**src/rtl/noc_pkg.sv**
```systemverilog
// Shared flit layout, scheduler constants and the scheduler FSM state type.
package noc_pkg;

  localparam int N_VC     = 3;
  localparam int FLIT_W   = 37;
  localparam int VLD_BIT  = 0;
  localparam int VC_LSB   = 1;
  localparam int VC_MSB   = 2;
  localparam int DATA_LSB = 3;
  localparam int DATA_W   = FLIT_W - DATA_LSB;
  localparam int CRED_W   = 3;

  typedef struct packed {
    logic [DATA_W-1:0]      data;
    logic [VC_MSB:VC_LSB]   vc_id;
    logic                   vld;
  } flit_t;

  typedef enum logic {
    IDLE = 1'b0,
    SEND = 1'b1
  } sched_state_t;

endpackage

```
**src/rtl/vc_output_scheduler_if.sv**
```systemverilog
// Bundle between the per-VC buffers, the credit return path and the output scheduler.
interface vc_output_scheduler_if #(
  parameter int NV = noc_pkg::N_VC,
  parameter int FW = noc_pkg::FLIT_W
);

  logic [NV*FW-1:0]             vc_req_i;
  logic [NV-1:0]                vc_ready_o;
  logic [FW-1:0]                fout_req_o;
  logic [NV-1:0]                credit_ret_i;
  logic [NV*noc_pkg::CRED_W-1:0] credit_cnt_o;
  logic                         credit_err_o;
  noc_pkg::sched_state_t        state_o;

  modport master (
    output vc_req_i, credit_ret_i,
    input  vc_ready_o, fout_req_o, credit_cnt_o, credit_err_o, state_o
  );

  modport slave (
    input  vc_req_i, credit_ret_i,
    output vc_ready_o, fout_req_o, credit_cnt_o, credit_err_o, state_o
  );

endinterface

```
**src/rtl/rr_arbiter.sv**
```systemverilog
// Combinational round-robin arbiter: first requester at or after ptr wins, wrapping mod N.
module rr_arbiter #(
  parameter int N  = 3,
  parameter int PW = (N > 1) ? $clog2(N) : 1
) (
  input  logic [N-1:0]  req,
  input  logic [PW-1:0] ptr,
  output logic [N-1:0]  grant
);

  logic [PW:0] idx;
  logic        found;

  always_comb begin
    grant = '0;
    found = 1'b0;
    idx   = '0;
    for (int i = 0; i < N; i++) begin
      // Explicit wrap: N need not be a power of two.
      idx = {1'b0, ptr} + (PW+1)'(i);
      if (idx >= (PW+1)'(N)) begin
        idx = idx - (PW+1)'(N);
      end
      if (!found && req[idx[PW-1:0]]) begin
        grant[idx[PW-1:0]] = 1'b1;
        found              = 1'b1;
      end
    end
  end

endmodule

```
**src/rtl/vc_output_scheduler.sv**
```systemverilog
// Credit-aware round-robin scheduler from N_VC buffers onto one registered output link.
// Define VC_SCHED_LOCK_EN to let a VC hold the link for bursts of up to BURST_LEN flits.
module vc_output_scheduler #(
  parameter int N_VC      = noc_pkg::N_VC,
  parameter int FLIT_W    = noc_pkg::FLIT_W,
  parameter int BUF_DEPTH = 4
`ifdef VC_SCHED_LOCK_EN
  , parameter int BURST_LEN = 4
`endif
) (
  input  logic                  clk,
  input  logic                  arst,
  vc_output_scheduler_if.slave  bus
);
  import noc_pkg::*;

  localparam int PTR_W = (N_VC > 1) ? $clog2(N_VC) : 1;
  localparam int PAY_W = FLIT_W - DATA_LSB;
  localparam int VC_W  = VC_MSB - VC_LSB + 1;

  logic [N_VC-1:0]              eligible;
  logic [N_VC-1:0]              rr_grant;
  logic [N_VC-1:0]              sel_grant;
  logic [N_VC-1:0]              grant;
  logic                         grant_any;
  logic [PTR_W-1:0]             grant_idx;
  logic [PAY_W-1:0]             pay_sel;
  logic [N_VC-1:0][CRED_W-1:0]  credit_q, credit_d;
  logic [PTR_W-1:0]             ptr_q, ptr_d;
  logic [FLIT_W-1:0]            fout_q, fout_d;
  logic                         err_q, err_d;
  sched_state_t                 state_q, state_d;

  always_comb begin
    for (int k = 0; k < N_VC; k++) begin
      eligible[k] = bus.vc_req_i[k*FLIT_W + VLD_BIT] && (credit_q[k] != '0);
    end
  end

  rr_arbiter #(.N(N_VC), .PW(PTR_W)) u_rr_arbiter (
    .req   (eligible),
    .ptr   (ptr_q),
    .grant (rr_grant)
  );

`ifdef VC_SCHED_LOCK_EN
  localparam int BCNT_W = $clog2(BURST_LEN + 1);

  logic [PTR_W-1:0]  lock_vc_q, lock_vc_d;
  logic [BCNT_W-1:0] burst_q, burst_d;
  logic              lock_hit;

  // The locked VC jumps the round-robin queue until it runs dry or uses up its burst.
  always_comb begin
    lock_hit  = (state_q == SEND) && eligible[lock_vc_q] &&
                (burst_q < BCNT_W'(BURST_LEN));
    sel_grant = rr_grant;
    if (lock_hit) begin
      sel_grant            = '0;
      sel_grant[lock_vc_q] = 1'b1;
    end
  end

  always_comb begin
    lock_vc_d = lock_vc_q;
    burst_d   = burst_q;
    if (grant_any) begin
      if (lock_hit) begin
        burst_d = burst_q + BCNT_W'(1);
      end else begin
        lock_vc_d = grant_idx;
        burst_d   = BCNT_W'(1);
      end
    end
  end

  always_ff @(posedge clk) begin
    if (!arst) begin
      lock_vc_q <= '0;
      burst_q   <= '0;
    end else begin
      lock_vc_q <= lock_vc_d;
      burst_q   <= burst_d;
    end
  end
`else
  assign sel_grant = rr_grant;
`endif

  always_comb begin
    // No pops may escape while reset is held.
    grant     = arst ? sel_grant : '0;
    grant_any = |grant;
    grant_idx = '0;
    pay_sel   = '0;
    for (int k = 0; k < N_VC; k++) begin
      if (grant[k]) begin
        grant_idx = PTR_W'(k);
        pay_sel   = bus.vc_req_i[k*FLIT_W + DATA_LSB +: PAY_W];
      end
    end

    fout_d = '0;
    if (grant_any) begin
      fout_d[VLD_BIT]                = 1'b1;
      fout_d[VC_MSB:VC_LSB]          = VC_W'(grant_idx);
      fout_d[FLIT_W-1:DATA_LSB]      = pay_sel;
    end

    err_d    = err_q;
    credit_d = credit_q;
    for (int k = 0; k < N_VC; k++) begin
      if (grant[k] && !bus.credit_ret_i[k]) begin
        credit_d[k] = credit_q[k] - CRED_W'(1);
      end else if (!grant[k] && bus.credit_ret_i[k]) begin
        if (credit_q[k] == CRED_W'(BUF_DEPTH)) begin
          err_d = 1'b1;
        end else begin
          credit_d[k] = credit_q[k] + CRED_W'(1);
        end
      end
    end

    ptr_d = ptr_q;
    if (grant_any) begin
      ptr_d = (grant_idx == PTR_W'(N_VC - 1)) ? '0 : grant_idx + PTR_W'(1);
    end

    state_d = grant_any ? SEND : IDLE;
  end

  always_ff @(posedge clk) begin
    if (!arst) begin
      for (int k = 0; k < N_VC; k++) begin
        credit_q[k] <= CRED_W'(BUF_DEPTH);
      end
      ptr_q   <= '0;
      fout_q  <= '0;
      err_q   <= 1'b0;
      state_q <= IDLE;
    end else begin
      credit_q <= credit_d;
      ptr_q    <= ptr_d;
      fout_q   <= fout_d;
      err_q    <= err_d;
      state_q  <= state_d;
    end
  end

  assign bus.vc_ready_o   = grant;
  assign bus.fout_req_o   = fout_q;
  assign bus.credit_cnt_o = credit_q;
  assign bus.credit_err_o = err_q;
  assign bus.state_o      = state_q;

endmodule

```
**src/flat_wrapper.sv**
```systemverilog
// flat-port wrapper written by rule: the top's interface ports become plain ports
module vc_output_scheduler_flat import noc_pkg::*;
#(
  parameter int N_VC      = noc_pkg::N_VC,
  parameter int FLIT_W    = noc_pkg::FLIT_W,
  parameter int BUF_DEPTH = 4

)
  (clk, arst, bus_vc_req_i, bus_credit_ret_i, bus_vc_ready_o, bus_fout_req_o, bus_credit_cnt_o, bus_credit_err_o, bus_state_o);
  vc_output_scheduler_if #(.NV((3)), .FW((37))) bus_i ();
  input  logic clk;
  input  logic arst;
  input wire logic [$bits(bus_i.vc_req_i)-1:0] bus_vc_req_i;
  input wire logic [$bits(bus_i.credit_ret_i)-1:0] bus_credit_ret_i;
  output wire logic [$bits(bus_i.vc_ready_o)-1:0] bus_vc_ready_o;
  output wire logic [$bits(bus_i.fout_req_o)-1:0] bus_fout_req_o;
  output wire logic [$bits(bus_i.credit_cnt_o)-1:0] bus_credit_cnt_o;
  output wire logic [$bits(bus_i.credit_err_o)-1:0] bus_credit_err_o;
  output wire logic [$bits(bus_i.state_o)-1:0] bus_state_o;
  assign bus_i.vc_req_i = bus_vc_req_i;
  assign bus_i.credit_ret_i = bus_credit_ret_i;
  assign bus_vc_ready_o = bus_i.vc_ready_o;
  assign bus_fout_req_o = bus_i.fout_req_o;
  assign bus_credit_cnt_o = bus_i.credit_cnt_o;
  assign bus_credit_err_o = bus_i.credit_err_o;
  assign bus_state_o = bus_i.state_o;
  vc_output_scheduler #(.N_VC(N_VC), .FLIT_W(FLIT_W), .BUF_DEPTH(BUF_DEPTH)) u_core (.clk(clk), .arst(arst), .bus(bus_i));
endmodule
```
**config.mk**
```make
export PLATFORM = sky130hd
export DESIGN_NAME = vc_output_scheduler_flat
export DESIGN_NICKNAME = d
export VERILOG_FILES = /design/src/rtl/noc_pkg.sv /design/src/rtl/vc_output_scheduler_if.sv /design/src/rtl/rr_arbiter.sv /design/src/rtl/vc_output_scheduler.sv /design/src/flat_wrapper.sv
export SDC_FILE = /design/constraint.sdc
export NUM_CORES = 1
export LEC_CHECK = 0
export BUFFER_PORTS_ARGS = -buffer_cell sky130_fd_sc_hd__buf_2
export CORE_ASPECT_RATIO = 1.5
export CORE_MARGIN = 5
export CORE_UTILIZATION = 38
export DETAILED_ROUTE_END_ITERATION = 8
export HOLD_SLACK_MARGIN = 0.08
export PLACE_DENSITY = 0.79
export SLEW_MARGIN = 20
export SYNTH_ARGS = -nofsm -noshare
export SYNTH_HDL_FRONTEND = slang
export SYNTH_SLANG_ARGS = --single-unit
```
**constraint.sdc**
```tcl
create_clock -name clk -period 2.9 [get_ports clk]
set_clock_uncertainty 0.1 [all_clocks]
set_input_delay 0.435 -clock clk [delete_from_list [all_inputs] [get_ports clk]]
set_output_delay 0.435 -clock clk [all_outputs]
set_load 0.05 [all_outputs]
```
**Word-level counts from Yosys, hierarchy flattened**

Index checks and enable logic that the tools add are counted.

- Magnitude comparators: 9
- Reductions and logical operators: 33
- Bitwise gates (word level): 2
- Add/sub/neg operators: 12
- Equal/unequal tests: 7
- Mux-type cells: 47

Operators by type and width:

| operator | count |
|---|---|
| $mux 34 | 3 |
| $mux 3 | 13 |
| $mux 1 | 20 |
| $logic_and 1x1->1 | 14 |
| $mux 2 | 5 |
| $add 3x1->3 const B | 3 |
| $eq 3x3->1 const B | 3 |
| $lt 2x3->1 const B | 3 |
| $reduce_bool 3->1 | 3 |
| $sub 3x1->3 const B | 3 |
| $logic_not 1->1 | 8 |
| $reduce_and 2->1 | 4 |
| $bmux 1 s2 | 3 |
| $demux 1 s2 | 3 |
| $ge 2x1->1 const B | 3 |
| $ge 3x2->1 const B | 2 |
| $ne 2x1->1 const B | 3 |
| $or 3x3->3 | 2 |
| $reduce_bool 2->1 | 3 |
| $sub 2x2->2 const B | 3 |
| $add 2x1->3 const B | 1 |
| $add 2x2->3 const B | 1 |
| $reduce_or 3->1 | 1 |
| $add 2x1->2 const B | 1 |
| 2 further kinds | 2 |

- Logic and storage cells: 118
- Flip-flop bits (word level): 50

**Longest topological paths before layout**

- Depth after elaboration: 22
- Mapped depth: 14
- Depth with buffers taken out: 14

**Modules after synthesis**

Synthesis repeated with hierarchy kept, for this count alone.

- Cell total of the unflattened synthesis: 257
- Area total of the unflattened synthesis: 2392.3 um^2

Modules (own cells, without submodules):

| module | area an instance (um^2) | times used | cells each |
|---|---|---|---|
| vc_output_scheduler | 2132.0 | 1 | 223 |
| rr_arbiter | 260.2 | 1 | 34 |

**Worst setup path after synthesis**

No wires, ideal clock.

- Kind: register to register
- Start: reg u_core.credit_q (netlist bit u_core.bus.credit_cnt_o[3])
- End: reg u_core.credit_q (netlist bit u_core.bus.credit_cnt_o[2])
- Required time: 2644 ps
- Slack: -647 ps
- Stages on the path, launching flop included: 13
- Arrival: 3291 ps
- Library setup time: 156 ps
- Buffers on the path: 0
- Cells stage by stage: dfxtp_1 o31ai_2 a22o_1 o31ai_2 a2111oi_4 nand2b_1 inv_1 ha_1 inv_1 fa_1 xor2_1 o21ai_0 o311ai_0

- Longest elaborated chain between the ends: 16
- Elaborated cells between the ends (all ways): 27
- Classes of those cells: eq/ne (1); mux (13); bitwise (2); reduce/logical (11)

RTL lines:

| element | line | source |
|---|---|---|
| from (decl) | vc_output_scheduler.sv:28 | `logic [N_VC-1:0][CRED_W-1:0] credit_q, credit_d;` |
| from (signal, indexed assignment) | vc_output_scheduler.sv:135 | `credit_q[k] <= CRED_W'(BUF_DEPTH);` |
| from (signal assigned) | vc_output_scheduler.sv:142 | `credit_q <= credit_d;` |
| $reduce_bool 3->1 (*) | vc_output_scheduler.sv:36 | `eligible[k] = bus.vc_req_i[k*FLIT_W + VLD_BIT] && (credit_q[k] != '0);` |
| $logic_and 1x1->1 (*) | vc_output_scheduler.sv:36 |  |
| $bmux 1 s2 | rr_arbiter.sv:24 | `if (!found && req[idx[PW-1:0]]) begin` |
| $mux 1 (not written as such) | rr_arbiter.sv:24 |  |
| $mux 1 | rr_arbiter.sv:24 |  |
| $logic_not 1->1 | rr_arbiter.sv:24 |  |
| $logic_and 1x1->1 | rr_arbiter.sv:24 |  |
| $mux 1 | rr_arbiter.sv:24 |  |
| $logic_not 1->1 | rr_arbiter.sv:24 |  |
| $logic_and 1x1->1 | rr_arbiter.sv:24 |  |
| $mux 3 (*) | rr_arbiter.sv:24 |  |
| $mux 3 (*) | vc_output_scheduler.sv:92 | `grant = arst ? sel_grant : '0;` |
| via bus_vc_ready_o[0] | flat_wrapper.sv:15 | `output wire logic [$bits(bus_i.vc_ready_o)-1:0] bus_vc_ready_o;` |
| $logic_not 1->1 | vc_output_scheduler.sv:115 | `end else if (!grant[k] && bus.credit_ret_i[k]) begin` |
| $logic_and 1x1->1 | vc_output_scheduler.sv:115 |  |
| $reduce_bool 2->1 (no line) | n/a |  |
| $reduce_and 2->1 (no line) | n/a |  |

Mark *: on every way through the listed nets, which the timed path passes. The rest lies on a longest branch. The select of a mux whose other input is x is not followed.
A chain may end at the register's enable or synchronous reset.

**Final worst setup path**

- Start: reg u_core.credit_q (netlist bit u_core.bus.credit_cnt_o[5])
- End: out bus_vc_ready_o[0]

- Longest elaborated chain between the ends: 12
- Elaborated cells between the ends (all ways): 20
- Classes of those cells: mux (12); bitwise (2); reduce/logical (6)

RTL lines:

| element | line |
|---|---|
| $reduce_bool 3->1 (*) | vc_output_scheduler.sv:36 |
| $logic_and 1x1->1 (*) | vc_output_scheduler.sv:36 |
| $bmux 1 s2 | rr_arbiter.sv:24 |
| $mux 1 (not written as such) | rr_arbiter.sv:24 |
| $mux 1 | rr_arbiter.sv:24 |
| $logic_not 1->1 | rr_arbiter.sv:24 |
| $logic_and 1x1->1 | rr_arbiter.sv:24 |
| $mux 1 | rr_arbiter.sv:24 |
| $logic_not 1->1 | rr_arbiter.sv:24 |
| $logic_and 1x1->1 | rr_arbiter.sv:24 |
| $mux 3 (*) | rr_arbiter.sv:24 |
| $mux 3 (*) | vc_output_scheduler.sv:92 |
| to (decl) | flat_wrapper.sv:15 |

Mark *: on every way between the ends. The rest lies on a longest branch, timed or not. The select of a mux whose other input is x is not followed.

==> results.cfg <==
[sta]
rsz0062_at_grt = true
fin_crit_sh = 1.01
hold_violations = 0
holdWs_ps = 252
finalSetupViolations = 1
layout_setup_ws_ps = -19.3
tns_ps = -19.3
worst_pin_slew_ps = 486
drv_slew = 0
final.min_clock_period_ps = 2920
relSlewSlack = 0.675
max_freq_ghz = 0.343

[detailed_routing]
dr_wl_met2_um = 4360
vias_per_cell = 5.11
wl_met1_um = 2890
wl_met3_um = 620
postRouteAntennaNets = 0
wl_per_cell_um = 14.9
firstDrtPassIters = 6
routed_wl_um = 8040
drt_iter0_markers = 108
top_layer_used = met4
num_vias = 2753
drc = 0

[cts]
cts_tree = done
clk_latency_ps = 300
ctsHoldBuffers = 0
root_buffer = clkbuf_8
clkSinkCount = 49
cts.path.max_buffers = 2
path_clk_slew_ps = 90
htree_levels = 2
cts_buffers = 5

[setup_path]
required_ps = 2370
worstPathArrival_ps = 2380
r2r_cells = 15
end_kind = output port
reg2reg_to = u_core.bus.credit_cnt_o[2]$_SDFFE_PN1P_
reg2reg_slack_ps = 40
cp_max_fo = 6
start_kind = flop
worst-setup-path-type = reg -> out
r2r-start = u_core.ptr_q[0]$_SDFFE_PN0N_

[synthesis]
synthArstFlopShare = 0
synth_top_family_by_area = compound AO/OA/AOI/OAI gates
yosys.area_share.xor_xnor = 0.0105
syn_nets = 410
synthMuxAreaShare = 0.0120
synthSimpleGateAreaFrac = 0.152
ys.flop_type = dfxtp_1
ys_seq_area_frac = 0.390
synth_cells = 281
synth-compound-area-share = 0.248
synth.distinct_cells = 46
synth-warning-count = 0
post_synth.cell_area_avg_sq_um = 8.94
syn_area_sq_um = 2510
synth_fa_ha_area_frac = 0.0737
ys_ff_latch = 49
synth_edf_count = 0

[run_status]
status = finished, violations left
violations = setup timing

[layout]
fin_util = 0.596
layout_commonest_cell = buf_2
n_fill_cell = 585
layout.nets = 591
syn2layout_area_growth_pct = 53.9
final_cell_mix = 158 x buf_2, 48 x inv_1, 45 x nor2_1, 38 x dfxtp_1, 32 x a221o_1
n_antenna_cell = 0
drive_gt1_frac = 0.523

[floorplanning]
start_util = 0.387
die_w_um = 76.4
core_area_sq_um = 6490
rows = 36
ios = 167
die_area_sq_um = 8370
die_h_um = 110

[global_routing]
grt_antenna_before_repair = 0
track_usage = 0.181
grt_max_degree = 36
grt_pass1_vias = 2645
grt_pass1_wl_um = 12400
gr-total-overflow = 0

[place]
dpl.hpwl_um = 6160
gp_congestion = 0.804
port_buffers = 160

[min_path]
hold_end = u_core.bus.fout_req_o[36]$_SDFF_PN0_
min_path_cells = 2
hp-start = bus_vc_req_i[36]
min_path_type = in -> reg

[pwr]
ir_drop_mv = 0.390
cellPowerDensity_nw_per_um2 = 1090
p_leak_nw = 2.01

[job]
maxCapViolCount = 0
==> report_power, final <==
part / switching [W] / internal [W] / total (W)
Sequential: 0.0000841 / 0.000931 / 0.00102
Combinational: 0.00173 / 0.000968 / 0.00270
Clock: 0.000237 / 0.000259 / 0.000496
==> layer usage <==
metal  track usage  vias to the layer above
li1              -                     1346
met1         0.188                     1272
met2         0.350                      122
met3        0.0508                       13
met4        0.0575                        0
met5             0                        -
==> cell type report <==
cell class	count	area, sq um	area share
flip-flops and latches	49	1010	0.262
multi-input cells	165	1400	0.362
clock inverters	3	45.0	0.0116
well taps	76	95.1	0.0246
clock buffers	5	68.8	0.0178
inverters	52	203	0.0524
repair buffers	189	1040	0.270
==> what timing repair did <==
action,4_1_cts,5_1_grt
pin swaps,4,14
endpoints found under the setup margin,6,10
resized for setup,8,19
buffers inserted,1,9
endpoints found under the hold margin,0,0
==> registers in the layout (all words and copies together) (netlist names) <==
name	cells
u_core.bus.fout_req_o	37
u_core.ptr_q	2
u_core.bus.credit_cnt_o	9
u_core.bus.credit_err_o	1
==> through the flow <==
| step | cells | power (W) | area [sq um] | setup slack (ps) |
|---|---|---|---|---|
| 6_report | 539 | 0.00421 | 3870 | -19.3 |
| 5_1_grt | 539 | 0.00444 | 3870 | -152 |
| 4_1_cts | 530 | 0.00406 | 3720 | 1.98 |
| 3_5_place_dp | 521 | 0.00351 | 3570 | -57.2 |
| 3_3_place_gp | 521 | 0.00346 | 3570 | -12.0 |
| 2_1_floorplan | 281 | 0.00291 | 2620 | -318 |
==> how the worst max path moves through the flow <==
stage,start,to,slack (ps)
final,u_core.bus.credit_cnt_o[5]$_SDFFE_PN1P_,bus_vc_ready_o[0],-20
after global routing,u_core.bus.credit_cnt_o[5]$_SDFFE_PN1P_,bus_vc_ready_o[0],-150
after CTS,u_core.ptr_q[0]$_SDFFE_PN0N_,u_core.bus.credit_cnt_o[2]$_SDFFE_PN1P_,2
after detailed placement,u_core.ptr_q[0]$_SDFFE_PN0N_,u_core.bus.credit_cnt_o[2]$_SDFFE_PN1P_,-60
after global placement,u_core.ptr_q[1]$_SDFFE_PN0N_,u_core.bus.credit_cnt_o[1]$_SDFFE_PN0P_,-10
after floorplan,u_core.bus.credit_cnt_o[0]$_SDFFE_PN0P_,u_core.bus.credit_cnt_o[1]$_SDFFE_PN0P_,-320
==> cell families (layout without fill, tap and decap cells) <==
family                   Yosys count  after routing
adder cells (fa/ha/maj)           13             13
AO/OA/AOI/OAI                     70             70
buffers and inverters             67            249
multiplexers                       3              3
XOR/XNOR                           3              3
AND/OR/NAND/NOR                   76             76
flip-flops                        49             49
==> critical path, cell delays in order, from the launching register on <==
cell	delay [ps]
dfxtp_4	370
o31a_1	330
and2_1	150
o311a_1	330
a2111oi_4	310
nand2b_4	210
clkinvlp_4	100
buf_4	140
buf_6	140
==> synthesized netlist by cell type, types with 4 or more instances <==
library cell | instances | area [sq um]
clkbuf_1 | 6 | 22.5
inv_1 | 52 | 195
nor2_1 | 48 | 180
o21ai_0 | 4 | 20.0
buf_2 | 4 | 20.0
a21oi_1 | 9 | 45.0
dfxtp_1 | 49 | 981
a221o_1 | 32 | 320
ha_1 | 10 | 125
nand2_1 | 4 | 15.0
(Power assumes the default switching activity.)
